## src/rtl/q_update.sv

```systemverilog
// One Q-learning update per request: read Q(s,a), blend in r + gamma*maxQ',
// write the saturated result back. Illegal actions complete at once with err and no write.
module q_update #(
  parameter int ADDR_W      = 8,
  parameter int ALPHA_SHIFT = 2,
  parameter int GAMMA_SHIFT = 3
) (
  input  logic              clk,
  input  logic              rst,
  input  logic              start,
  input  logic [ADDR_W-1:0] state_idx,
  input  logic [3:0]        action,
  input  logic [15:0]       reward,
  input  logic [15:0]       max_next_q,
  output logic              q_rd_en,
  output logic [ADDR_W+3:0] q_rd_addr,
  input  logic [15:0]       q_rd_data,
  output logic              q_wr_en,
  output logic [ADDR_W+3:0] q_wr_addr,
  output logic [15:0]       q_wr_data,
  output logic              busy,
  output logic              done,
  output logic              err,
  output logic [2:0]        dbg_state
);

  localparam logic [2:0] IDLE  = 3'd0;
  localparam logic [2:0] READ  = 3'd1;
  localparam logic [2:0] WAIT  = 3'd2;
  localparam logic [2:0] CALC  = 3'd3;
  localparam logic [2:0] WRITE = 3'd4;

  logic [2:0]        r_state;
  logic [ADDR_W+3:0] r_addr;
  logic [15:0]       r_reward;
  logic [15:0]       r_maxq;
  logic [15:0]       r_q;
  logic [15:0]       r_qnew;
  logic              r_err;

  logic signed [18:0] w_g;
  logic signed [18:0] w_target;
  logic signed [18:0] w_delta;
  logic signed [18:0] w_step;
  logic signed [18:0] w_sum;
  logic [15:0]        w_qsat;

  // gamma*maxQ' as maxQ' minus its own fraction; all terms kept 19-bit signed
  assign w_g      = $signed({3'b000, r_maxq}) - $signed({3'b000, r_maxq >> GAMMA_SHIFT});
  assign w_target = $signed({{3{r_reward[15]}}, r_reward}) + w_g;
  assign w_delta  = w_target - $signed({3'b000, r_q});
  assign w_step   = w_delta >>> ALPHA_SHIFT;
  assign w_sum    = $signed({3'b000, r_q}) + w_step;
  assign w_qsat   = w_sum[18] ? 16'd0 : ((|w_sum[17:16]) ? 16'hFFFF : w_sum[15:0]);

  always_ff @(posedge clk) begin
    if (rst) begin
      r_state  <= IDLE;
      r_addr   <= '0;
      r_reward <= '0;
      r_maxq   <= '0;
      r_q      <= '0;
      r_qnew   <= '0;
      r_err    <= 1'b0;
    end else begin
      case (r_state)
        IDLE: begin
          if (start) begin
            r_addr   <= {state_idx, action};
            r_reward <= reward;
            r_maxq   <= max_next_q;
            if (action > 4'd8) begin
              r_err   <= 1'b1;
              r_state <= WRITE;
            end else begin
              r_err   <= 1'b0;
              r_state <= READ;
            end
          end
        end
        READ:  r_state <= WAIT;
        WAIT: begin
          r_q     <= q_rd_data;
          r_state <= CALC;
        end
        CALC: begin
          r_qnew  <= w_qsat;
          r_state <= WRITE;
        end
        WRITE:   r_state <= IDLE;
        default: r_state <= IDLE;
      endcase
    end
  end

  // Outputs decode straight from state; addresses and data are zeroed off-strobe
  assign q_rd_en   = (r_state == READ);
  assign q_rd_addr = q_rd_en ? r_addr : '0;
  assign q_wr_en   = (r_state == WRITE) && !r_err;
  assign q_wr_addr = q_wr_en ? r_addr : '0;
  assign q_wr_data = q_wr_en ? r_qnew : '0;
  assign done      = (r_state == WRITE);
  assign err       = done && r_err;
  assign busy      = (r_state != IDLE);
  assign dbg_state = r_state;

endmodule

```

## config.mk

```make
export PLATFORM = sky130hd
export DESIGN_NAME = q_update
export DESIGN_NICKNAME = d
export VERILOG_FILES = /design/src/rtl/q_update.sv
export SDC_FILE = /design/constraint.sdc
export NUM_CORES = 1
export LEC_CHECK = 0
export ABC_AREA = 0
export ABC_CLOCK_PERIOD_IN_PS = 5800
export CORE_MARGIN = 5
export CORE_UTILIZATION = 35
export DETAILED_ROUTE_END_ITERATION = 7
export HOLD_SLACK_MARGIN = 0.03
export PLACE_DENSITY = 0.72
export SLEW_MARGIN = 20
export SYNTH_ARGS = -nofsm -noshare
export SYNTH_HDL_FRONTEND = slang
export SYNTH_SLANG_ARGS = --single-unit
```

## constraint.sdc

```tcl
create_clock -name clk -period 5.8 [get_ports clk]
set_clock_uncertainty 0.15 [all_clocks]
set_input_delay 1.74 -clock clk [delete_from_list [all_inputs] [get_ports clk]]
set_output_delay 1.74 -clock clk [all_outputs]
set_load 0.01 [all_outputs]
```

# ---- Word-level counts from Yosys, hierarchy flattened
# Cells that the tools add are included.
dict set report word_totals {
  reg_bits 80
  in_bits 63
  out_inout_bits 48
  wordCells 33
}
dict set report op_classes {
  add_sub_neg 4
  order_cmp 1
  eq_ne 5
  muxes 9
  reduce_logical 7
}
# operator n
set ops {}
lappend ops {{2-to-1 mux 16 bit} 3}
lappend ops {{2-to-1 mux 12 bit} 2}
lappend ops {{subtractor 18 x 17 -> 19 bit} 1}
lappend ops {{adder 16 x 17 -> 18 bit} 1}
lappend ops {{adder 17 x 17 -> 18 bit} 1}
lappend ops {{subtractor 16 x 13 -> 17 bit} 1}
lappend ops {{case mux 3 bit (4 select lines)} 1}
lappend ops {{equality test 3 x 2 -> 1 bit, second input constant} 2}
lappend ops {{2-to-1 mux 3 bit} 2}
lappend ops {{greater-than comparator 4 bit, second input constant} 1}
lappend ops {{equality test 3 x 1 -> 1 bit, second input constant} 1}
lappend ops {{equality test 3 bit, second input constant} 1}
lappend ops {{zero test 3 bit} 1}
lappend ops {{nonzero test 3 bit} 1}
lappend ops {{logical AND 1 bit} 2}
lappend ops {{inequality test 2 bit, second input constant} 1}
lappend ops {{AND reduction 2 bit} 1}
lappend ops {{OR reduction 2 bit} 1}
lappend ops {{zero test 1 bit} 1}
lappend ops {{2-to-1 mux 1 bit} 1}

# ---- Depth between registers and ports, before layout
dict set report depth {
  word_depth 7
  mapped_depth 30
  mapped_depth_nobuf 30
}

# ---- Worst setup path after synthesis
# No wires, ideal clock.
dict set report synth_timing {
  path_kind {register -> register}
  from {register r_maxq[4]}
  to {register r_qnew[11]}
  setup_ps 122
  arrival_time_ps 5463
  required_ps 5528
  setup_slack_ps 65
  path_stages_with_launch 28
  n_path_buf 0
  synth_period_minus_slack_ps 5735
  cell_sequence {dfxtp_1 > inv_1 > ha_1 > nor2b_1 > o21ai_0 > a21oi_1 > o21ai_0 > a211oi_1 > nor3_1 > or3_1 > xnor2_1 > fa_1 > inv_1 > ha_1 > a211oi_1 > nand2_1 > o21a_1 > a21bo_2 > a21o_1 > a21oi_1 > xor2_1 > ha_1 > and3_1 > o21a_1 > nand2b_1 > o21ai_4 > nor2_2 > a221o_1}
}
dict set report synth_between {
  elab_chain_len 7
}
# element line_no
set synth_rtl {}
lappend synth_rtl {{start: declaration} 36} ;# logic [15:0] r_maxq;
lappend synth_rtl {{start signal: assignment} 71} ;# r_maxq <= max_next_q;
lappend synth_rtl {{subtractor 16 x 13 -> 17 bit *} 49} ;# assign w_g = $signed({3'b000, r_maxq}) - $signed({3'b000, r_maxq >> GAMMA_SHIFT});
lappend synth_rtl {{adder 16 x 17 -> 18 bit *} 50} ;# assign w_target = $signed({{3{r_reward[15]}}, r_reward}) + w_g;
lappend synth_rtl {{subtractor 18 x 17 -> 19 bit *} 51} ;# assign w_delta = w_target - $signed({3'b000, r_q});
lappend synth_rtl {{adder 17 x 17 -> 18 bit *} 53} ;# assign w_sum = $signed({3'b000, r_q}) + w_step;
lappend synth_rtl {{OR reduction 2 bit} 54} ;# assign w_qsat = w_sum[18] ? 16'd0 : ((|w_sum[17:16]) ? 16'hFFFF : w_sum[15:0]);
lappend synth_rtl {{2-to-1 mux 16 bit} 54}
lappend synth_rtl {{2-to-1 mux 16 bit *} 54}
lappend synth_rtl {{end signal: assignment} 87} ;# r_qnew <= w_qsat;
lappend synth_rtl {{end: declaration} 38} ;# logic [15:0] r_qnew;
# Mark *: on every way between the ends. The rest lies on a longest branch, timed or not.
# A chain may end at the register's enable or synchronous reset.

# ---- Worst setup path after layout
dict set report layout_timing {
  from {register r_maxq[1]}
  to {register r_qnew[12]}
}
# Same word-level chain as after synthesis.

==> run summary <==
The logs give 0 for the hold violation total from the final report and 7150 um^2 for the total cell area at the placement stage. Entering global routing, the biggest net connects 58 pins. In this run the count of I/O pins placed on the die edge is 111. Total iterations of the first detailed-routing run: 4. Before CTS, the worst setup slack after placement is -0.206 ns.

Number of global-route vias before repair: 4,740. In this run, post-CTS hold repair placed 0 buffers. For this block, the initial DRC count from the detailed router was 169. The tools report the critical path startpoint category as a register. In the synthesized netlist the dominant register cell turns out to be sky130_fd_sc_hd__dfxtp_1.

The first-pass GRT wire length is 22,700 um, and the worst slew slack as a fraction of its limit is 0.383. The overall fraction of global-route tracks in use is 0.154. Routability-driven placement finished with a final weighted congestion of 0.874. The library cells used most frequently in the layout, excluding fill and tap cells, are 145 x sky130_fd_sc_hd__nand2_1, 109 x sky130_fd_sc_hd__clkdlybuf4s50_1, 80 x sky130_fd_sc_hd__a21oi_1, 76 x sky130_fd_sc_hd__dfxtp_1, 62 x sky130_fd_sc_hd__inv_1. The area fraction of the dominant cell type after synthesis was 0.286.

The library cell used most frequently in the layout, excluding fill and tap cells, is sky130_fd_sc_hd__nand2_1. Among all stages on the critical path, the largest delay is contributed by sky130_fd_sc_hd__fa_1. The clock drives 80 sinks. The placement row count was 46; the clock-pin slew on the worst setup and hold paths was 0.07 ns. Yosys attributes the largest share of cell area to sky130_fd_sc_hd__dfxtp_1 29%, sky130_fd_sc_hd__ha_1 11%, sky130_fd_sc_hd__nand2_1 9.8%, sky130_fd_sc_hd__a21oi_1 8.2%, sky130_fd_sc_hd__fa_1 6.1%. The critical path's most frequent cell was sky130_fd_sc_hd__o21ai_1. The count of nets left with antenna violations after detail routing was 0; the required time reported for the critical path endpoint was 5.88 ns. The later pin in the worst-skew pair is clocked with a latency of 0.35 ns. Max-cap violations in this run came to 0. TritonCTS built the clock tree. The synthesized netlist contains 51 unique library cells. For the number of DRC violations after detailed routing, the log shows 0. Dividing the synthesized area by the synthesized cell count gives 7.80 um^2. In this run, CTS created clock tree buffers numbering 9. The count of flip-flops with a built-in enable after synthesis came out at 0.

At the pin with the least slew margin, the transition time is 0.924 ns. The number of antenna repair diodes was 0. The die is 136 um wide. The highest net fanout along the worst path came out at 8.

The worst setup path is captured at a register. The final critical-path setup slack is 0.102 ns. Synthesis inferred 80 register bits.

The minimum clock period after layout is 5.70 ns, and the HPWL after detailed placement is 10,900 um. Setup violations remaining at the end of the flow were counted as 0. For this run, the top clock speed supported by timing is 0.176 GHz. The total via count after detailed routing was 5,098; the die footprint was 18,600 um^2.

The floorplan step defined a core boundary enclosing 15,800 um^2. The logs give 0 for the final max-slew violation count and 1,579 for the fill cell total of the finished layout. The yosys synthesis warning count was 0. Initial antenna violation count: 0.

The maximum clock insertion buffer count is 2. The run finished with clean final reports. Summed over all cells, the static leakage comes to 3.16 nW. Post-synthesis to final-layout area growth: 37.8%.

sky130_fd_sc_hd__dfxtp_1 takes more of the synthesized area than any other cell. The worst stage delay on the critical path is 0.41 ns, and the fraction of registers with async set/reset is 0. Post-detailed-route via-to-cell ratio: 4.74. The run gives 718 as the number of instances in the synthesized netlist. The chip height is 136 um, and the number of buffers added on ports is 110. The total nets after synthesis is 845, and the critical path data arrival time is 5.78 ns.

In this run the cell area of the synthesized design comes to 5600 um^2. The routed design has 14,500 um of wire. The tightest min-delay check is of the register to register type. Setup repair after global routing could not meet its margin everywhere. The total power divided by cell area is 514 nW/um^2. The sequential area share after synthesis is 0.286. Cell at the root of the clock tree: sky130_fd_sc_hd__clkbuf_16.

The worst register-to-register path has a setup slack of 0.10 ns. In the final design database the tool counted 982 nets. The initial core utilization is 0.355, and the peak ir drop on the vdd network is 0.000315 V.

The critical path is of the register to register type. The total overflow left after global routing is 0. The final clock period utilization by the worst path was 0.982; the H-tree depth was 3. The final standard cell area without fillers was 7720 um^2; the fraction of final layout cells with drive strength greater than 1 was 0.141.

Routed length per placed instance: 13.4 um.
==> metrics by stage <==
step	cells	hold slack (ns)	power (mW)	TNS, ns	util
final	1076	0.302	3.97	0	0.489
after detailed placement	1054	0.297	3.17	-2.88	0.453
after global routing	1076	0.328	4.33	-1.33	0.489
after global placement	1054	0.288	3.13	-1.47	0.453
after CTS	1070	0.304	3.78	0	0.477
after floorplan	718	0.277	2.44	0	-
==> timing repair <==
item,4_1_cts,5_1_grt
pin swaps,5,44
buffers inserted,0,6
endpoints found under the hold margin,0,0
resized for setup,25,35
setup endpoints to repair,16,16
==> final cells by class <==
class	instances	area, um^2	share of cell area
clock inverters	6	43.8	0.00567
repair buffers	154	1430	0.185
flip-flops and latches	80	1610	0.208
clock buffers	10	229	0.0297
inverters	65	244	0.0316
multi-input cells	545	3890	0.505
well taps	216	270	0.0350
==> path summary, 6_finish.rpt <==
| path | start | endpoint | depth (start not counted) |
|---|---|---|---|
| max reg2reg | r_maxq[1] | r_qnew[12] | 30 |
| min | r_reward[12] | r_reward[12] | 2 |
| min reg2reg | r_reward[12] | r_reward[12] | 2 |
| max | r_maxq[1] | r_qnew[12] | 30 |
==> power by group <==
part | switching (mW) | total (mW) | leakage (nW) | internal, mW
clock | 0.236 | 0.527 | 0.133 | 0.291
sequential | 0.0323 | 0.621 | 0.654 | 0.588
combinational | 1.43 | 2.82 | 2.37 | 1.39
total | 1.70 | 3.97 | 3.16 | 2.27
==> registers in the layout (all words and copies together), names as in the netlist <==
signal     count
r_maxq        16
r_q           16
r_qnew        16
r_reward      16
r_addr        12
dbg_state      3
r_err          1
==> synth_stat cells, drive strengths merged (3+ instances only) <==
cell type / number
or3: 4
nand2b: 7
o21a: 9
a31o: 3
a21o: 15
nand2: 146
xor2: 14
clkbuf: 27
a21oi: 92
and2: 43
a211oi: 8
nor2b: 7
nor3: 11
inv: 65
ha: 47
fa: 17
dfxtp: 80
a21boi: 3
o21ai: 11
a221o: 8
xnor2: 27
nand3: 12
a31oi: 4
nor2: 27
and3: 8
==> routing by layer <==
| layer | wire [um] | global-route usage | up-vias |
|---|---|---|---|
| met5 | 0 | 0 | - |
| met2 | 6630 | 0.253 | 113 |
| met1 | 6840 | 0.200 | 2290 |
| met3 | 672 | 0.0294 | 21 |
| li1 | - | - | 2674 |
| met4 | 326 | 0.0599 | 0 |
==> cell families after synthesis <==
family          Yosys count  share of synthesized area
simple gates            273                      0.227
compound gates          166                      0.190
buf+inv                  93                     0.0623
flops                    80                      0.286
fa+ha+maj                64                      0.166
xor+xnor                 41                     0.0641
mux                       1                    0.00402
==> critical path: cells and delay by family, from the launching register on <==
kind | cells | cell delay (ns)
xor+xnor | 1 | 0.16
compound gates | 15 | 2.74
simple gates | 7 | 0.79
flops | 1 | 0.32
buf+inv | 3 | 0.31
fa+ha+maj | 4 | 1.11
No activity file was read; power rests on OpenSTA's default activity.
